### src/rtl/mem_pkg.sv
// Shared constants and state encoding for the load/store sequencer.
package mem_pkg;

    localparam int unsigned DEFAULT_DEPTH = 1024;
    localparam int unsigned DEFAULT_AW    = 24;
    localparam int unsigned WORD_BYTES    = 3;

    typedef enum logic [1:0] {
        IDLE    = 2'd0,
        ISSUE   = 2'd1,
        CAPTURE = 2'd2,
        RESP    = 2'd3
    } state_e;

endpackage

### src/rtl/mem_access_unit.sv
// Load/store sequencer: one word request in, one memory strobe, one response out.
// Out-of-range requests are answered with an error and never touch the memory.
module mem_access_unit
    import mem_pkg::*;
#(
    parameter int unsigned DEPTH = DEFAULT_DEPTH,
    parameter int unsigned AW    = DEFAULT_AW
) (
    input  logic          clk,
    input  logic          reset,
    input  logic          req_valid,
    output logic          req_ready,
    input  logic          req_wr,
    input  logic [AW-1:0] req_addr,
    input  logic [AW-1:0] req_wdata,
    output logic          resp_valid,
    input  logic          resp_ready,
    output logic [AW-1:0] resp_rdata,
    output logic          resp_err,
    output logic [AW-1:0] mem_address,
    output logic [AW-1:0] mem_in_data,
    output logic          mem_rd,
    output logic          mem_wr,
    input  logic [AW-1:0] mem_out_data
);

    // Highest byte address at which a full word still fits inside the memory
    localparam logic [AW-1:0] LAST_ADDR = AW'(DEPTH - WORD_BYTES);

    state_e        state_q, state_d;
    logic          wr_q, wr_d;
    logic          req_ready_q, req_ready_d;
    logic          resp_valid_q, resp_valid_d;
    logic          resp_err_q, resp_err_d;
    logic [AW-1:0] resp_rdata_q, resp_rdata_d;
    logic [AW-1:0] mem_address_q, mem_address_d;
    logic [AW-1:0] mem_in_data_q, mem_in_data_d;
    logic          mem_rd_q, mem_rd_d;
    logic          mem_wr_q, mem_wr_d;
    logic          in_range_c;

    assign in_range_c = (req_addr <= LAST_ADDR);

    always_comb begin
        state_d       = state_q;
        wr_d          = wr_q;
        resp_valid_d  = resp_valid_q;
        resp_err_d    = resp_err_q;
        resp_rdata_d  = resp_rdata_q;
        mem_address_d = mem_address_q;
        mem_in_data_d = mem_in_data_q;
        mem_rd_d      = 1'b0;
        mem_wr_d      = 1'b0;

        case (state_q)
            IDLE: begin
                if (req_valid && req_ready_q) begin
                    wr_d = req_wr;
                    if (in_range_c) begin
                        state_d       = ISSUE;
                        mem_address_d = req_addr;
                        mem_in_data_d = req_wdata;
                        mem_rd_d      = ~req_wr;
                        mem_wr_d      = req_wr;
                    end else begin
                        state_d      = RESP;
                        resp_valid_d = 1'b1;
                        resp_err_d   = 1'b1;
                        resp_rdata_d = '0;
                    end
                end
            end
            ISSUE: begin
                // Memory acts on this edge; stores have nothing to wait for
                if (wr_q) begin
                    state_d      = RESP;
                    resp_valid_d = 1'b1;
                    resp_rdata_d = '0;
                end else begin
                    state_d = CAPTURE;
                end
            end
            CAPTURE: begin
                state_d      = RESP;
                resp_valid_d = 1'b1;
                resp_rdata_d = mem_out_data;
            end
            RESP: begin
                if (resp_ready) begin
                    state_d      = IDLE;
                    resp_valid_d = 1'b0;
                    resp_err_d   = 1'b0;
                end
            end
            default: state_d = IDLE;
        endcase

        req_ready_d = (state_d == IDLE);
    end

    always_ff @(posedge clk) begin
        if (reset) begin
            state_q       <= IDLE;
            wr_q          <= 1'b0;
            req_ready_q   <= 1'b1;
            resp_valid_q  <= 1'b0;
            resp_err_q    <= 1'b0;
            resp_rdata_q  <= '0;
            mem_address_q <= '0;
            mem_in_data_q <= '0;
            mem_rd_q      <= 1'b0;
            mem_wr_q      <= 1'b0;
        end else begin
            state_q       <= state_d;
            wr_q          <= wr_d;
            req_ready_q   <= req_ready_d;
            resp_valid_q  <= resp_valid_d;
            resp_err_q    <= resp_err_d;
            resp_rdata_q  <= resp_rdata_d;
            mem_address_q <= mem_address_d;
            mem_in_data_q <= mem_in_data_d;
            mem_rd_q      <= mem_rd_d;
            mem_wr_q      <= mem_wr_d;
        end
    end

    assign req_ready   = req_ready_q;
    assign resp_valid  = resp_valid_q;
    assign resp_err    = resp_err_q;
    assign resp_rdata  = resp_rdata_q;
    assign mem_address = mem_address_q;
    assign mem_in_data = mem_in_data_q;
    assign mem_rd      = mem_rd_q;
    assign mem_wr      = mem_wr_q;

endmodule

### config.mk
export PLATFORM = sky130hd
export DESIGN_NAME = mem_access_unit
export DESIGN_NICKNAME = d
export VERILOG_FILES = /design/src/rtl/mem_pkg.sv /design/src/rtl/mem_access_unit.sv
export SDC_FILE = /design/constraint.sdc
export NUM_CORES = 1
export LEC_CHECK = 0
export ABC_AREA = 1
export BUFFER_PORTS_ARGS = -buffer_cell sky130_fd_sc_hd__buf_2
export CAP_MARGIN = 10
export CORE_UTILIZATION = 45
export CTS_CLUSTER_SIZE = 20
export DETAILED_ROUTE_END_ITERATION = 8
export PLACE_DENSITY = 0.85
export SLEW_MARGIN = 20
export SYNTH_ARGS = -nofsm -noshare
export SYNTH_HDL_FRONTEND = slang
export SYNTH_SLANG_ARGS = --single-unit
### constraint.sdc
create_clock -name clk -period 1.8 [get_ports clk]
set_input_delay 0.09 -clock clk [delete_from_list [all_inputs] [get_ports clk]]
set_output_delay 0.09 -clock clk [all_outputs]
set_load 0.01 [all_outputs]
==> metrics.txt <==
syn nets 436; Setup Skew 0.00991 ns; DR vias 3022; synthesis-stage register bit count 80; Final Max Slew Viols 0; status finished clean; reg2reg end mem_in_data[2]; core area 6310 um^2; die area 6860 um^2; clock slew at reported path FFs 0.08 ns; worst skew pair latency 0.34 ns; Setup Buffers After CTS 0; max incr delay on CP 0.43 ns; delay-heaviest family, CP simple AND/OR/NAND/NOR gates; final setup vio count 0; global-route wire length before repair 13.1 mm; leakage 2.15 nW; Max Root-Sink Buffers 2; Least-Margin Pin Slew 0.452 ns; filler cell count in the final layout 530; Worst EP arrival 1.87 ns; Place WS 0.178 ns; non-filler cells, final 627; DRC Markers 0; initial antenna violation count 0; most frequent cells after synthesis dfxtp_1, nor2_1, nand2_1, o21ai_0, inv_1; Synth cell types 23; Placed Cells incl. Taps 575; Placer Congestion 0.789; cell repeated most along the worst path nor2_1; worst-path maximum fanout 34; final wirelength 7.90 mm; Die W 82.9 um; vias in the first global route 2986; cts repair resizes 0; Hold Crit Class in2reg; crit path buf inv count 1; CP Capture Type flop; Worst Setup Start Kind flop; multi-input gate area in the final layout 1130 um^2; max-cap check violation count 0; EDFF count, synth 0; critical path's slowest cell dfxtp_1; H-Tree Depth 3; Mapped Area 2940 um^2; Root Buffer clkbuf_8; fin crit share 0.910; io pins 154; final hold vios 0; post-route ant nets 0; R2R depth 7; initial core utilization 0.466; YS warnings 0; Post-synth top flop dfxtp_1; R2R setup slack 0.16 ns; register area 1600 um^2; RSZ-0062 raised after global routing false; Yosys top cell area share 0.544; Critical Path, Cell by Cell nor2_2, nand2_1, nor2_4, nand4_4, clkinv_2, nor2_1, nor2_1; number of CTS-inserted buffers 9; Gate Count Post-Synth 359; final std cell area, no fill 4330 um^2; GRT Overall Usage 0.238; register area share after synthesis 0.544; setup total negative slack 0 ns; ANT cells 0; critical path class reg2reg; min cycle time layout 1.64 ns; asr flop ratio synth 0; area leader, netlist dfxtp_1; vias per cell 4.82; worst path required time 2.03 ns; Worst R2R Start state_q[0]; row count 29; PortBufs 153; largest net degree at the start of global routing 53; Final nets 622; worst rel slew slack 0.698; Hold Path End mem_address[0]; hold_sp req_addr[0]; CTS tree done; final setup margin 0.163 ns; total global routing overflow 0; drt first pass iters 4; dpl hpwl 5.10 mm; Routed WL per cell 12.6 um; DP Area 3720 um^2; syn_area_per_cell 8.19 um^2; Die Y 82.9 um; Peak VDD IR 0.677 mV; hold depth 3; Max Freq 611 MHz; total clock sinks 80; layout cells sized above 1 0.376; initial drt markers 107; top cells by area, synth dfxtp_1, nor2_1, nand2_1, o21ai_0, a21oi_2; Cell Pwr Density 921 nW/um^2; area grow syn2layout 47.2%
==> state kept, by name, summed over array words and instances (netlist names) <==
signal and cells:
mem_address 24, mem_in_data 24, mem_rd 1, mem_wr 1
req_ready 1, resp_err 1, resp_rdata 24, resp_valid 1
state_q 2, wr_q 1
==> worst max-delay path by stage <==
stage	start	endpoint	slack, ns	cells after the start
after floorplan	state_q[1]	resp_rdata[10]	0.52	8
after global placement	state_q[0]	mem_address[1]	0.26	7
after detailed placement	state_q[0]	mem_in_data[10]	0.18	7
after CTS	state_q[0]	mem_in_data[10]	0.16	7
after global routing	state_q[0]	mem_in_data[2]	0.03	7
final	state_q[0]	mem_in_data[2]	0.16	7
==> cell usage in the layout (no fill, tap or decap) <==
| master | count |
|---|---|
| nand4_1 | 1 |
| nand2_2 | 13 |
| nand3_1 | 19 |
| nand4_4 | 1 |
| nor2_4 | 1 |
| clkbuf_1 | 1 |
| nor2_1 | 80 |
| nand2_1 | 51 |
| nand3_4 | 1 |
| buf_4 | 6 |
| inv_1 | 22 |
| nor2_2 | 2 |
| o21ai_0 | 37 |
| nor3b_1 | 1 |
| clkbuf_8 | 10 |
| nand3_2 | 1 |
| bufinv_16 | 3 |
| a21oi_2 | 13 |
| clkinv_2 | 2 |
| clkinv_4 | 1 |
| nor3_1 | 1 |
| buf_2 | 153 |
| dlygate4sd3_1 | 36 |
| dfxtp_1 | 80 |
| a21oi_1 | 14 |
==> layout make-up <==
cell class	instances	area share
clock inverters	5	0.0240
repair buffers	195	0.270
multi-input cells	236	0.261
inverters	23	0.0202
clock buffers	11	0.0326
well taps	77	0.0222
flip-flops and latches	80	0.370
==> worst min-delay path: stages <==
cell     delay (ns)
buf_2          0.07
o21ai_0        0.07
nor2_1         0.08
==> cell families (layout without fill, tap and decap cells) <==
group	Yosys count	in the layout	synth area share
AOI/OAI and AO/OA	64	64	0.125
buffers and inverters	43	234	0.0719
DFF	80	80	0.544
and+or+nand+nor	172	172	0.258
==> routing by layer <==
layer	wire, um	GRT usage
met1	3070	0.252
met2	3950	0.414
met3	386	0.0497
met4	485	0.180
met5	0	0
==> stage by stage <==
step	utilization	hold slack, ns	power [mW]
2_1_floorplan	-	0.169	2.22
3_3_place_gp	0.590	0.281	2.37
6_report	0.686	0.0144	3.99
5_1_grt	0.686	0.00961	4.16
4_1_cts	0.686	0.000708	4.02
3_5_place_dp	0.590	0.288	2.38
==> repair_timing <==
action                     4_1_cts  5_1_grt
setup endpoints to repair        0        0
hold buffers                    36        0
hold endpoints to repair        36        0
==> power breakdown <==
part	internal, mW	switching, mW
logic	0.237	0.296
registers	1.83	0.0417
clock network	0.960	0.622
total	3.03	0.960
No activity file was read; power rests on OpenSTA's default activity.
